===== src/rtl/mmio_controller.sv =====
// mmio_controller: address decode, button press capture and VGA output queue between CPU data port and RAM.
// Define MMIO_BTN_LATCH_EN for edge-latched, clear-on-read buttons; otherwise button reads return the synchronised level.
module mmio_controller #(
  parameter logic [31:0] ADDR_OUT    = 32'd2000,
  parameter logic [31:0] ADDR_BTNL   = 32'd3000,
  parameter logic [31:0] ADDR_BTNR   = 32'd4000,
  parameter logic [31:0] ADDR_BTNU   = 32'd5000,
  parameter logic [31:0] ADDR_BTND   = 32'd6000,
  parameter logic [31:0] ADDR_STATUS = 32'd7000,
  parameter int          OUT_DEPTH   = 4
) (
  input  logic        clock,
  input  logic        reset,
  input  logic [31:0] address_dmem,
  input  logic [31:0] data,
  input  logic        wren,
  output logic [31:0] q_dmem,
  output logic        ram_wren,
  input  logic [31:0] ram_q,
  input  logic [3:0]  btn_in,
  output logic [31:0] vga_data,
  output logic        vga_valid,
  input  logic        vga_ready
);
  localparam int PW = $clog2(OUT_DEPTH);
  localparam int CW = PW + 1;

  logic [3:0]    s1_q, s2_q, btn_val, btn_hit;
  logic          hit_out, hit_st, hit, rd, push, pop, full, push_ok, drop;
  logic          sel_io_q, ovf_q, ovf_d;
  logic [31:0]   mmio_q, mmio_d;
  logic [31:0]   mem_q [OUT_DEPTH];
  logic [PW-1:0] wp_q, rp_q;
  logic [CW-1:0] count_q, count_d;

  assign btn_hit  = {address_dmem == ADDR_BTND, address_dmem == ADDR_BTNU,
                     address_dmem == ADDR_BTNR, address_dmem == ADDR_BTNL};
  assign hit_out  = address_dmem == ADDR_OUT;
  assign hit_st   = address_dmem == ADDR_STATUS;
  assign hit      = |btn_hit | hit_out | hit_st;
  assign rd       = ~wren;
  assign ram_wren = wren & ~hit;

  assign vga_valid = count_q != '0;
  assign vga_data  = vga_valid ? mem_q[rp_q] : '0;
  assign pop       = vga_valid & vga_ready;
  assign push      = wren & hit_out;
  assign full      = count_q == CW'(OUT_DEPTH);
  // A pop frees the head slot in the same cycle, so a full queue can still accept.
  assign push_ok   = push & (~full | pop);
  assign drop      = push & ~push_ok;
  assign count_d   = count_q + CW'(push_ok) - CW'(pop);
  assign ovf_d     = drop | (ovf_q & ~(rd & hit_st));

`ifdef MMIO_BTN_LATCH_EN
  logic [3:0] s2p_q, pend_q, pend_d, btn_edge;
  assign btn_edge = s2_q & ~s2p_q;
  assign btn_val  = pend_q | btn_edge;
  // An edge seen during the read is reported by it and must not re-arm pending.
  assign pend_d   = btn_val & ~(rd ? btn_hit : 4'b0);
  always_ff @(posedge clock or negedge reset) begin
    if (!reset) begin
      s2p_q  <= '0;
      pend_q <= '0;
    end else begin
      s2p_q  <= s2_q;
      pend_q <= pend_d;
    end
  end
`else
  assign btn_val = s2_q;
`endif

  assign mmio_d = |btn_hit ? {31'b0, |(btn_hit & btn_val)}
                : hit_st   ? {15'b0, ovf_q, 8'b0, 8'(count_q)} : '0;

  always_ff @(posedge clock or negedge reset) begin
    if (!reset) begin
      s1_q     <= '0;
      s2_q     <= '0;
      sel_io_q <= 1'b0;
      mmio_q   <= '0;
      ovf_q    <= 1'b0;
      wp_q     <= '0;
      rp_q     <= '0;
      count_q  <= '0;
      for (int i = 0; i < OUT_DEPTH; i++) mem_q[i] <= '0;
    end else begin
      s1_q     <= btn_in;
      s2_q     <= s1_q;
      sel_io_q <= hit;
      mmio_q   <= mmio_d;
      ovf_q    <= ovf_d;
      count_q  <= count_d;
      wp_q     <= wp_q + PW'(push_ok);
      rp_q     <= rp_q + PW'(pop);
      if (push_ok) mem_q[wp_q] <= data;
    end
  end

  assign q_dmem = sel_io_q ? mmio_q : ram_q;
endmodule


===== config.mk =====
export PLATFORM = sky130hd
export DESIGN_NAME = mmio_controller
export DESIGN_NICKNAME = d
export VERILOG_FILES = /design/src/rtl/mmio_controller.sv
export SDC_FILE = /design/constraint.sdc
export NUM_CORES = 1
export LEC_CHECK = 0
export ABC_CLOCK_PERIOD_IN_PS = 2820
export CAP_MARGIN = 20
export CORE_ASPECT_RATIO = 0.9
export CORE_MARGIN = 4
export CORE_UTILIZATION = 57
export CTS_CLUSTER_DIAMETER = 200
export DETAILED_ROUTE_END_ITERATION = 8
export DONT_BUFFER_PORTS = 1
export PLACE_DENSITY_LB_ADDON = 0.08
export SLEW_MARGIN = 10
export SYNTH_ARGS = -nofsm -noshare
export SYNTH_HDL_FRONTEND = slang
export SYNTH_SLANG_ARGS = --single-unit

===== constraint.sdc =====
create_clock -name clock -period 2.82 [get_ports clock]
set_clock_uncertainty 0.2 [all_clocks]
set_input_delay 0.282 -clock clock [delete_from_list [all_inputs] [get_ports clock]]
set_output_delay 0.282 -clock clock [all_outputs]
set_load 0.005 [all_outputs]

-- Word level (Yosys, flattened, before mapping)
Index checks and enable logic that the tools add are counted.
- register bits: 162
- input bits: 104
- logic and storage cells: 59
- add/sub/neg operators: 4
- magnitude comparators: 3
- eq/ne operators: 7
- mux-type cells: 10
- bitwise operators: 19
- reductions and logical operators: 4
- operators with widths (cell ; number):
    $mux W32 ; 5
    $bwmux W128 ; 1
    $eq A32 B13 Y1 const B ; 3
    $bmux W32 S2 ; 1
    $demux W32 S2 ; 1
    $eq A32 B12 Y1 const B ; 2
    $mux W17 ; 2
    $eq A32 B11 Y1 const B ; 1
    $reduce_or A4 Y1 ; 2
    $and A1 B1 Y1 ; 7
    $ge A3 B3 Y1 const B ; 2
    $not A2 Y3 ; 2
    $not A1 Y1 ; 5
    $add A2 B1 Y2 ; 2
    $and A4 B4 Y4 ; 1
    $or A1 B1 Y1 ; 4
    $add A3 B1 Y3 ; 1
    $eq A3 B3 Y1 const B ; 1
    $lt A3 B1 Y1 const B ; 1
    $reduce_bool A3 Y1 ; 1
    $sub A3 B1 Y3 ; 1
    $logic_and A1 B1 Y1 ; 1

-- Depth between registers and ports, before layout
Gate-level depths: netlist of the first run.
- depth after elaboration: 7
- depth in mapped cells: 9

-- Worst setup path after synthesis of the first run
Ideal clock, no wire load.
- path kind: register to register
- start: register count_q[2]
- end: register count_q[2]
- setup time: 123 ps
- data arrival time: 2389 ps
- required time: 2497 ps
- path slack: 108 ps
- stages on the path, launching flop included: 10
- path buffers: 1
- clock period less this slack: 2712 ps
- path through: dfrtp_1 -> nor3_1 -> clkbuf_1 -> nor2b_1 -> ha_1 -> inv_1 -> ha_1 -> fa_1 -> xor2_1 -> xnor2_1
- longest elaborated chain between the ends: 6
- elaborated cells on any way between the ends: 8
- those cells by class: 2 x add/sub; 1 x eq/ne; 4 x bitwise; 1 x reduce/logical
- RTL lines (what ; line ; RTL):
    start: declaration ; 34 ; logic [CW-1:0] count_q, count_d;
    start signal: assignment ; 94 ; count_q <= count_d;
    $reduce_bool A3 Y1 or $eq A3 B3 Y1 (tied branches) ; 44, 48 ;
    $and A1 B1 Y1 or $not A1 Y1 (tied branches) ; 46, 50 ;
    $or A1 B1 Y1 ; 50 ; assign push_ok = push & (~full | pop);
    $and A1 B1 Y1 ; 50 ;
    $add A3 B1 Y3 ; 52 ; assign count_d = count_q + CW'(push_ok) - CW'(pop);
    $sub A3 B1 Y3 (*) ; 52 ;
    via count_d[2] ; 34 ;
Mark *: on every way through the listed nets, which the timed path passes. The rest lies on a longest branch.
A chain may end at the register's enable or synchronous reset.

-- Worst setup path after layout of the first run
- start: input address_dmem[7]
- end: output ram_wren
- longest elaborated chain between the ends: 6
- elaborated cells on any way between the ends: 11
- those cells by class: 6 x eq/ne; 4 x bitwise; 1 x reduce/logical
- RTL lines (what ; line ; RTL):
    start: declaration ; 14 ; input logic [31:0] address_dmem,
    $eq A32 B12 Y1 or $eq A32 B13 Y1 (tied branches) ; 37, 36 ;
    $reduce_or A4 Y1 ; 40 ; assign hit = |btn_hit | hit_out | hit_st;
    $or A1 B1 Y1 ; 40 ;
    $or A1 B1 Y1 (*) ; 40 ;
    $not A1 Y1 (*) ; 42 ; assign ram_wren = wren & ~hit;
    $and A1 B1 Y1 (*) ; 42 ;
    end: declaration ; 18 ; output logic ram_wren,
Every way passes the cells marked *; elsewhere a longest branch is shown, timed or not.

==> reports/metrics.yaml, run 1 <==
synth:
  synth_cells: 474
  syn_nets: 583
  synthTopCellsByArea: "dfrtp_1 (52%), mux2_1 (16%), mux4_2 (10%)"
  synth_cell_types: 46
  synth_top_flop_cell: "dfrtp_1"
  ys_seq_area_frac: 0.5201
  yosys.area.top_type: "dfrtp_1"
  synth_edf_count: 0
  netlist_area_mm2: 0.007169
  ys_warn_count: 0
  synth_seq_cells: 149
  avgSynthCellArea_um2: 15.13
  yosysTopAreaCellShare: 0.5201
  async_flop_share: 1.000
placement:
  dp_hpwl_um: 10840
  post-place-ws_ns: 0.07181
  port_buffers: 0
  gp_congestion: 0.9462
  place_inst: 622
die:
  die_area_mm2: 0.01444
  initial_core_util: 0.5890
  die_h_um: 114.4
  num_io_pins: 170
  die_w_um: 126.2
  coreArea_mm2: 0.01217
  row_count: 38
final_layout:
  fillCellCount: 821
  finalNetCount: 641
  mostFrequentLayoutCell: "dfrtp_1"
  ff_latch_area_mm2: 0.003731
  area_growth_pct: 19.32
  multi_input_area_mm2: 0.003272
  drive_gt1_frac: 0.2220
  final_util: 0.7028
  layoutNonFillerInstCount: 706
  final_cell_mix: "dfrtp_1 (147), mux2_1 (101), nor2b_1 (64)"
global_routing:
  antenna_found_initial: 4
  grt_pass1_wl_um: 26320
  grt.overflow.total: 0
  grt_max_degree: 150
  grt.total_usage: 0.2435
  grt_pass1_vias: 4705
routing:
  dr.pass1.iters: 4
  route.vias.total: 4203
  dr.first_iter.drc_count: 221
  route.detailed.drc: 0
  avgViaCountPerCell: 5.953
  drtAntennaViolNets: 0
  wl_um: 16450
  wl_per_cell_um: 23.29
setup_path:
  critical_path.max_stage_delay_ns: 0.59
  crit_slowest_cell: "dlygate4sd3_1"
  critPathKind: "input pin to primary output"
  reg2regPathDepth: 7
  endpoint_kind: "primary output"
  r2r_end: "count_q[2]"
  crit_arrival_ns: 2.23
  crit_path_max_fanout: 5
  path_cells: "dlygate4sd3_1, nor2_1, dlygate4sd3_1, nand3_1, and3_1, o221a_2"
  r2r-start: "count_q[1]"
  r2r_setup_slack_ns: 0.50
  crit_path_start_kind: "input pin"
  cp_common_cell: "dlygate4sd3_1"
  crit_required_ns: 2.34
sta:
  tns_ns: 0
  clock.fmax_ghz: 0.3688
  fin_ws_ns: 0.1083
  tightest_slew_ns: 0.9358
  rsz0062_at_grt: "no"
  finalSetupViolCount: 0
  hold_ws_ns: -0.6402
  relSlewSlack: 0.3761
  hold_viol: 149
  finalCritPeriodShare: 0.9616
  min_period_ns: 2.712
  drv_slew: 0
power_and_ir_drop:
  p_leak_nw: 4.121
  finalPower_mw: 5.367
  p_per_area_mw_per_mm2: 627.4
  ir_drop_mv: 0.4655
clock_network:
  clkLatencyLatePin_ns: 0.42
  clock_sinks: 149
  clkTransAtPathRegs_ns: 0.06
  cts_root_buffer: "clkbuf_16"
  cts_hold_buffers: 51
  htreeDepth: 4
  numCtsBuffers: 17
  cts_repair_resize_count: 0
  cts_tree: "yes"
  clock_path_buffers: 2
outcome:
  violations: "hold timing"
  status: "finished, violations left"
worst_hold_path:
  hold_class: "input pin to asynchronous set/reset pin"
run:
  drv_cap: 0
-- worst max-delay path: cells and delay by family --
kind / cells / cell delay [ns]
buf+inv: 2 / 1.14
compound gates: 1 / 0.31
simple gates: 3 / 0.49
-- layer usage --
metal,part of all wire,global-route usage,vias to the layer above,wire length (um)
li1,-,-,1844,-
met1,0.39,0.2910,2164,6431
met2,0.52,0.4222,165,8617
met3,0.063,0.07649,28,1029
met4,0.021,0.08220,2,353
met5,0.00079,0,-,13
-- stage by stage --
stage | hold slack (ns) | instance area (um^2)
after CTS | -0.6646 | 8552
final | -0.6402 | 8554
after global placement | -0.2091 | 7422
after global routing | -0.6719 | 8554
after detailed placement | -0.2083 | 7422
after floorplan | -0.2136 | 7169
-- Yosys cell counts (2+ instances only) --
| library cell | count |
|---|---|
| nor3b_1 | 2 |
| mux2_2 | 4 |
| dfrtp_1 | 149 |
| nor2_1 | 4 |
| mux2_1 | 101 |
| or4_4 | 2 |
| nand2_1 | 4 |
| inv_1 | 7 |
| nor4_4 | 3 |
| nor3_1 | 5 |
| nand2b_1 | 3 |
| mux4_2 | 32 |
| and2_1 | 4 |
| xor2_1 | 3 |
| buf_1 | 2 |
| nand4_1 | 2 |
| and3_1 | 3 |
| ha_1 | 4 |
| mux2_4 | 27 |
| nor2b_1 | 64 |
| nand3_1 | 2 |
| buf_4 | 9 |
| or4_1 | 2 |
| buf_6 | 3 |
| clkbuf_1 | 12 |
-- cells by family (layout without fill, tap and decap cells) --
family	Yosys count	count (layout)	share of synthesized area
other cells	0	1	0
compound gates	9	9	0.009601
flops	149	149	0.5201
mux	164	164	0.3220
simple gates	110	110	0.1085
fa+ha+maj	5	5	0.009774
xor+xnor	4	4	0.004887
buf+inv	33	104	0.02513
-- what timing repair did --
item,in CTS,in global routing
hold endpoints to repair,285,149
endpoints found under the setup margin,0,0
setup buffers,0,0
-- power breakdown --
group	switching, mW	internal, mW
Clock	0.869	1.47
Sequential	0.131	2.19
Combinational	0.361	0.350
-- sequential cells by signal, summed over array words and instances (netlist names) --
signal,flops
ovf_q,1
mmio_q,4
btn_val,4
sel_io_q,1
rp_q,2
wp_q,2
mem_q,128
count_q,3
s1_q,4
-- layout make-up --
class | instances | share of cell area
clock buffer | 22 | 0.05543
sequential | 149 | 0.4362
inverter | 7 | 0.003072
antenna | 1 | 0.0002925
tap | 160 | 0.02340
timing repair buffer | 65 | 0.08220
clock inverter | 10 | 0.01697
multi-input combinational | 292 | 0.3825
-- worst max-delay path by stage --
stage	start	endpoint	slack, ns	cells past startpoint
2_1_floorplan	count_q[2]	count_q[2]	0.11	9
3_3_place_gp	address_dmem[18]	mem_q[94]	0.14	6
3_5_place_dp	address_dmem[18]	mem_q[94]	0.07	6
4_1_cts	address_dmem[7]	ram_wren	0.17	6
5_1_grt	address_dmem[7]	ram_wren	0.001	6
6_report	address_dmem[7]	ram_wren	0.11	6
Power figures use the tool's default switching activity.
==> inputs of run 2 (changes only) <==
--- a/config.mk
+++ b/config.mk
@@ -6,13 +6,13 @@
 export NUM_CORES = 1
 export LEC_CHECK = 0
 export ABC_CLOCK_PERIOD_IN_PS = 2820
+export BUFFER_PORTS_ARGS = -buffer_cell sky130_fd_sc_hd__buf_4
 export CAP_MARGIN = 20
 export CORE_ASPECT_RATIO = 0.9
 export CORE_MARGIN = 4
-export CORE_UTILIZATION = 57
+export CORE_UTILIZATION = 49
 export CTS_CLUSTER_DIAMETER = 200
 export DETAILED_ROUTE_END_ITERATION = 8
-export DONT_BUFFER_PORTS = 1
 export PLACE_DENSITY_LB_ADDON = 0.08
 export SLEW_MARGIN = 10
 export SYNTH_ARGS = -nofsm -noshare
==> run 2 against run 1 <==
Effect of this change: via count rose by 13%; the run now ends clean; flip-flop and latch count did not move; combinational power up 38%; hold slack improved by 0.69 ns; die area grew 15%; routed wire length grew 1.7%; final cell count increased by 28%; setup slack worse by 0.037 ns; final area grew 14%; highest routed layer is now met4.
==> reports/metrics.yaml, run 2 (synthesized netlist as in run 1, its figures left out) <==
power_and_ir_drop:
  finalPower_mw: 5.361  # was 5.367 mW
  ir_drop_mv: 0.4781  # was 0.4655 mV
  p_per_area_mw_per_mm2: 549.3  # was 627.4 mW/mm^2
  p_leak_nw: 4.936  # was 4.121 nW
final_layout:
  ff_latch_area_mm2: 0.003731  # unchanged
  finalNetCount: 808  # was 641
  final_cell_mix: "buf_4 (184), dfrtp_1 (147), mux2_1 (101)"  # was dfrtp_1 (147), mux2_1 (101), nor2b_1 (64)
  drive_gt1_frac: 0.4157  # was 0.2220
  top_register: "mem_q"  # unchanged
  fillCellCount: 1043  # was 821
  n_antenna_cell: 0  # was 1
  mostFrequentLayoutCell: "buf_4"  # was dfrtp_1
  largest_reg_flops: 128  # unchanged
  area_growth_pct: 36.14  # was 19.32%
  multi_input_area_mm2: 0.003278  # was 0.003272 mm^2
routing:
  dr.first_iter.drc_count: 180  # was 221
  route.vias.total: 4756  # was 4,203
  wl_um: 16720  # was 16,450 um
  wl_per_cell_um: 18.48  # was 23.29 um
  drtAntennaViolNets: 0  # unchanged
  avgViaCountPerCell: 5.255  # was 5.953
  dr.pass1.iters: 4  # unchanged
  route.detailed.drc: 0  # unchanged
sta:
  tightest_slew_ns: 0.5959  # was 0.9358 ns
  relSlewSlack: 0.6028  # was 0.3761
  finalCritPeriodShare: 0.9747  # was 0.9616
  drv_slew: 0  # unchanged
  rsz0062_at_grt: "no"  # unchanged
  fin_ws_ns: 0.07145  # was 0.1083 ns
  min_period_ns: 2.749  # was 2.712 ns
  finalSetupViolCount: 0  # unchanged
  clock.fmax_ghz: 0.3638  # was 0.3688 GHz
  hold_viol: 0  # was 149
die:
  initial_core_util: 0.5064  # was 0.5890
  num_io_pins: 170  # unchanged
  die_w_um: 135.5  # was 126.2 um
  coreArea_mm2: 0.01416  # was 0.01217 mm^2
  row_count: 41  # was 38
  die_area_mm2: 0.01663  # was 0.01444 mm^2
  die_h_um: 122.8  # was 114.4 um
clock_network:
  htreeDepth: 4  # unchanged
  clkTransAtPathRegs_ns: 0.05  # was 0.06 ns
  numCtsBuffers: 17  # unchanged
  clock_path_buffers: 2  # unchanged
  clkLatencyLatePin_ns: 0.42  # about the same
  cts_tree: "yes"  # unchanged
  clock_sinks: 149  # unchanged
  cts_root_buffer: "clkbuf_16"  # unchanged
  cts_setup_buffers: 0  # unchanged
setup_path:
  reg2regPathDepth: 6  # was 7
  crit_slowest_cell: "or4b_2"  # was dlygate4sd3_1
  crit_path_max_fanout: 7  # was 5
  crit_arrival_ns: 2.27  # was 2.23 ns
  endpoint_kind: "primary output"  # unchanged
  critical_path.max_stage_delay_ns: 0.64  # was 0.59 ns
  crit_required_ns: 2.34  # about the same
  r2r-start: "count_q[2]"  # was count_q[1]
  r2r_setup_slack_ns: 0.49  # was 0.50 ns
  cp_common_cell: "buf_4"  # was dlygate4sd3_1
  crit_path_start_kind: "input pin"  # unchanged
  r2r_end: "mem_q[85]"  # was count_q[2]
  critPathKind: "input pin to primary output"  # unchanged
  path_cells: "dlygate4sd3_1, buf_4, or4b_2, and3_1, o221a_2, buf_4"  # was dlygate4sd3_1, nor2_1, dlygate4sd3_1, nand3_1, and3_1, o221a_2
worst_hold_path:
  min_path_cells: 4
  holdPathEnd: "sel_io_q"
  min_from: "address_dmem[6]"
  hold_class: "input pin to flip-flop"  # was input pin to asynchronous set/reset pin
placement:
  gp_congestion: 0.7784  # was 0.9462
  post-place-ws_ns: -0.07901  # was 0.07181 ns
  dp_hpwl_um: 11560  # was 10,840 um
  port_buffers: 169  # was 0
global_routing:
  grt_pass1_vias: 5179  # was 4,705
  grt.overflow.total: 0  # unchanged
  grt.total_usage: 0.2097  # was 0.2435
  antenna_found_initial: 0  # was 4
  grt_pass1_wl_um: 26890  # was 26,320 um
  grt_max_degree: 65  # was 150
outcome:
  status: "finished clean"  # was finished, violations left
run:
  drv_cap: 0  # unchanged
==> run 2: cell type report <==
type                            instances  share of cell area
Sequential cell                       149              0.3823
Multi-Input combinational cell        292              0.3359
Timing Repair Buffer                  232              0.1970
Clock buffer                           23             0.04692
Tap cell                              193             0.02474
Clock inverter                          9             0.01051
Inverter                                7            0.002692
==> run 2: metrics by stage <==
stage	setup TNS (ns)	cell area [um^2]	instances	util	hold slack (ns)
5_1_grt	0	9761	905	0.6894	0.07431
3_5_place_dp	-1.694	8783	832	0.6204	0.09991
4_1_cts	0	9754	905	0.6889	0.03235
6_report	0	9761	905	0.6894	0.05022
2_1_floorplan	0	7169	474	-	-0.2136
3_3_place_gp	-0.5065	8783	832	0.6204	0.09052
==> run 2: worst max path at each step <==
| stage | start | endpoint | slack (ns) | depth (start not counted) |
|---|---|---|---|---|
| after global placement | address_dmem[18] | mem_q[94] | -0.04 | 7 |
| after CTS | address_dmem[12] | mem_q[94] | 0.07 | 8 |
| after floorplan | count_q[2] | count_q[2] | 0.11 | 9 |
| after detailed placement | address_dmem[18] | mem_q[85] | -0.08 | 7 |
| final | address_dmem[12] | ram_wren | 0.07 | 6 |
| after global routing | address_dmem[12] | ram_wren | 0.03 | 6 |
==> run 2: routing by layer <==
metal | share of wire | vias to the layer above | GRT usage
met1 | 0.42 | 2444 | 0.2681
met4 | 0.0065 | 0 | 0.05416
met3 | 0.062 | 10 | 0.06189
met5 | 0 | - | 0
li1 | - | 2168 | -
met2 | 0.51 | 134 | 0.3535
==> run 2: timing repair <==
action                                  4_1_cts  5_1_grt
hold buffers                                 41        0
endpoints found under the setup margin        0       64
resized for setup                             0        1
hold endpoints to repair                    194        0
==> run 2: worst max-delay path: cells and delay by family <==
kind                   cells  cell delay, ns
AOI/OAI and AO/OA          1            0.29
and+or+nand+nor            2            0.85
buffers and inverters      3            0.84
==> run 2: where the power goes <==
part	leakage (nW)	internal, mW	switching (mW)
Clock	0.279	1.32	0.830
Combinational	2.61	0.453	0.531
Sequential	2.05	2.19	0.0383
==> inputs of run 3 (changes only) <==
--- a/config.mk
+++ b/config.mk
@@ -8,11 +8,14 @@
 export ABC_CLOCK_PERIOD_IN_PS = 2820
 export BUFFER_PORTS_ARGS = -buffer_cell sky130_fd_sc_hd__buf_4
 export CAP_MARGIN = 20
+export CELL_PAD_IN_SITES_DETAIL_PLACEMENT = 0
+export CELL_PAD_IN_SITES_GLOBAL_PLACEMENT = 1
 export CORE_ASPECT_RATIO = 0.9
-export CORE_MARGIN = 4
-export CORE_UTILIZATION = 49
+export CORE_MARGIN = 2
+export CORE_UTILIZATION = 40
 export CTS_CLUSTER_DIAMETER = 200
 export DETAILED_ROUTE_END_ITERATION = 8
+export GPL_ROUTABILITY_DRIVEN = 0
 export PLACE_DENSITY_LB_ADDON = 0.08
 export SLEW_MARGIN = 10
 export SYNTH_ARGS = -nofsm -noshare
==> run 3 against run 2 <==
Effect of this change: final cell count is 5.2% higher; via count is 0.80% lower; die area is 14% higher; critical path depth stayed put; sequential power is 2% higher; power is 2.2% lower; setup slack better by 0.023 ns; hold slack better by 0.0091 ns; count of clock-buffer cells in the layout is 3 lower; largest cell class unchanged.
==> reports/metrics.yaml, run 3 (synthesized netlist as in run 1, its figures left out) <==
routing:
  wl_um: 16980  # was 16,720 um
  met3RoutedLength_um: 734  # was 1040 um
  met1_length_um: 7950  # was 7078 um
  route.detailed.drc: 0  # unchanged
  wl_met2_um: 8106  # was 8492 um
  wl_per_cell_um: 17.84  # was 18.48 um
  avgViaCountPerCell: 4.956  # was 5.255
  dr.pass1.iters: 4  # unchanged
  dr.first_iter.drc_count: 161  # was 180
  top_layer: "met4"  # unchanged
  drtAntennaViolNets: 0  # unchanged
  route.vias.total: 4718  # was 4,756
setup_path:
  crit_path_max_fanout: 7  # unchanged
  crit_path_start_kind: "input pin"  # unchanged
  crit_required_ns: 2.34  # about the same
  endpoint_kind: "primary output"  # unchanged
  crit_arrival_ns: 2.24  # was 2.27 ns
  critPathKind: "input pin to primary output"  # unchanged
sta:
  relSlewSlack: 0.5049  # was 0.6028
  clock.fmax_ghz: 0.3669  # was 0.3638 GHz
  hold_viol: 0  # unchanged
  finalCritPeriodShare: 0.9666  # was 0.9747
  finalSetupViolCount: 0  # unchanged
  fin_ws_ns: 0.09432  # was 0.07145 ns
  drv_slew: 0  # unchanged
  min_period_ns: 2.726  # was 2.749 ns
  tightest_slew_ns: 0.7426  # was 0.5959 ns
  rsz0062_at_grt: "no"  # unchanged
global_routing:
  grt.overflow.total: 0  # unchanged
  grt_max_degree: 79  # was 65
  grt_pass1_vias: 5009  # was 5,179
  grt_pass1_wl_um: 27510  # was 26,890 um
  grt.total_usage: 0.1870  # was 0.2097
  antenna_found_initial: 0  # unchanged
clock_network:
  clkLatencyLatePin_ns: 0.41  # was 0.42 ns
  cts_setup_buffers: 0  # unchanged
  cts_root_buffer: "clkbuf_16"  # unchanged
  cts_repair_resize_count: 0  # unchanged
  htreeDepth: 4  # unchanged
  clkTransAtPathRegs_ns: 0.06  # was 0.05 ns
  cts_hold_buffers: 41  # unchanged
  clock_path_buffers: 2  # unchanged
  numCtsBuffers: 17  # unchanged
  clock_sinks: 149  # unchanged
  cts_tree: "yes"  # unchanged
final_layout:
  largest_reg_flops: 128  # unchanged
  n_antenna_cell: 0  # unchanged
  mostFrequentLayoutCell: "buf_4"  # unchanged
  area_growth_pct: 36.74  # was 36.14%
  drive_gt1_frac: 0.4199  # was 0.4157
  fillCellCount: 1534  # was 1,043
  final_cell_mix: "buf_4 (183), dfrtp_1 (147), mux2_1 (101)"  # was buf_4 (184), dfrtp_1 (147), mux2_1 (101)
  finalNetCount: 808  # unchanged
  final_util: 0.5566  # was 0.6894
  top_register: "mem_q"  # unchanged
die:
  initial_core_util: 0.4071  # was 0.5064
  row_count: 46  # was 41
  die_h_um: 131.0  # was 122.8 um
  die_area_mm2: 0.01901  # was 0.01663 mm^2
  die_w_um: 145.1  # was 135.5 um
  num_io_pins: 170  # unchanged
  coreArea_mm2: 0.01761  # was 0.01416 mm^2
power_and_ir_drop:
  ir_drop_mv: 0.4608  # was 0.4781 mV
  finalPower_mw: 5.244  # was 5.361 mW
  p_leak_nw: 4.923  # was 4.936 nW
  p_per_area_mw_per_mm2: 534.9  # was 549.3 mW/mm^2
run:
  drv_cap: 0  # unchanged
placement:
  post-place-ws_ns: -0.06700  # was -0.07901 ns
  port_buffers: 169  # unchanged
  dp_hpwl_um: 11480  # was 11,560 um
outcome:
  status: "finished clean"  # unchanged
worst_hold_path:
  hold_class: "input pin to flip-flop"  # unchanged
run 3: power by group:
part / switching (mW) / internal [mW] / total, mW
clock network: 0.870 / 1.17 / 2.04
registers: 0.0841 / 2.19 / 2.27
logic: 0.476 / 0.461 / 0.937
run 3: per-stage QoR:
step / setup TNS (ns) / std cells / hold WS [ns] / area [um^2]
global route: 0 / 952 / 0.06294 / 9803
floorplan: 0 / 474 / -0.2136 / 7169
detailed placement: -1.312 / 879 / 0.1371 / 8855
finish: 0 / 952 / 0.05935 / 9803
CTS: 0 / 952 / 0.04438 / 9803
global placement: -0.2830 / 879 / 0.1319 / 8855
run 3: cell type report:
cell class              count  area (um^2)  area share
clock inverters            12        81.33    0.008296
multi-input cells         292         3272      0.3338
well taps                 240        300.3     0.03063
repair buffers            232         1936      0.1974
clock buffers              20        456.7     0.04659
inverters                   7        26.28    0.002680
flip-flops and latches    149         3731      0.3806
run 3: critical path, cell delays in order:
cell and delay [ns]:
dlygate4sd3_1 0.55, buf_4 0.17, or4b_2 0.63, and3_1 0.21, o221a_2 0.27, buf_4 0.14
run 3: layer usage:
layer  GRT usage  vias up
met3     0.04826       10
met5           0        -
met1      0.2514     2421
met4     0.05075        0
met2      0.3064      111
li1            -     2176
run 3: worst paths after layout:
kind                         endpoint  slack, ns  depth (start not counted)              from
setup / recovery             ram_wren       0.09                          6  address_dmem[12]
hold / removal              mmio_q[1]       0.06                          4   address_dmem[7]
setup reg to reg           count_q[2]       0.38                          8        count_q[1]
hold reg to reg            btn_val[1]       0.15                          0           s1_q[1]
max in group asynchronous  mem_q[122]       1.40                          3             reset
min in group asynchronous  mem_q[111]       0.25                          2             reset
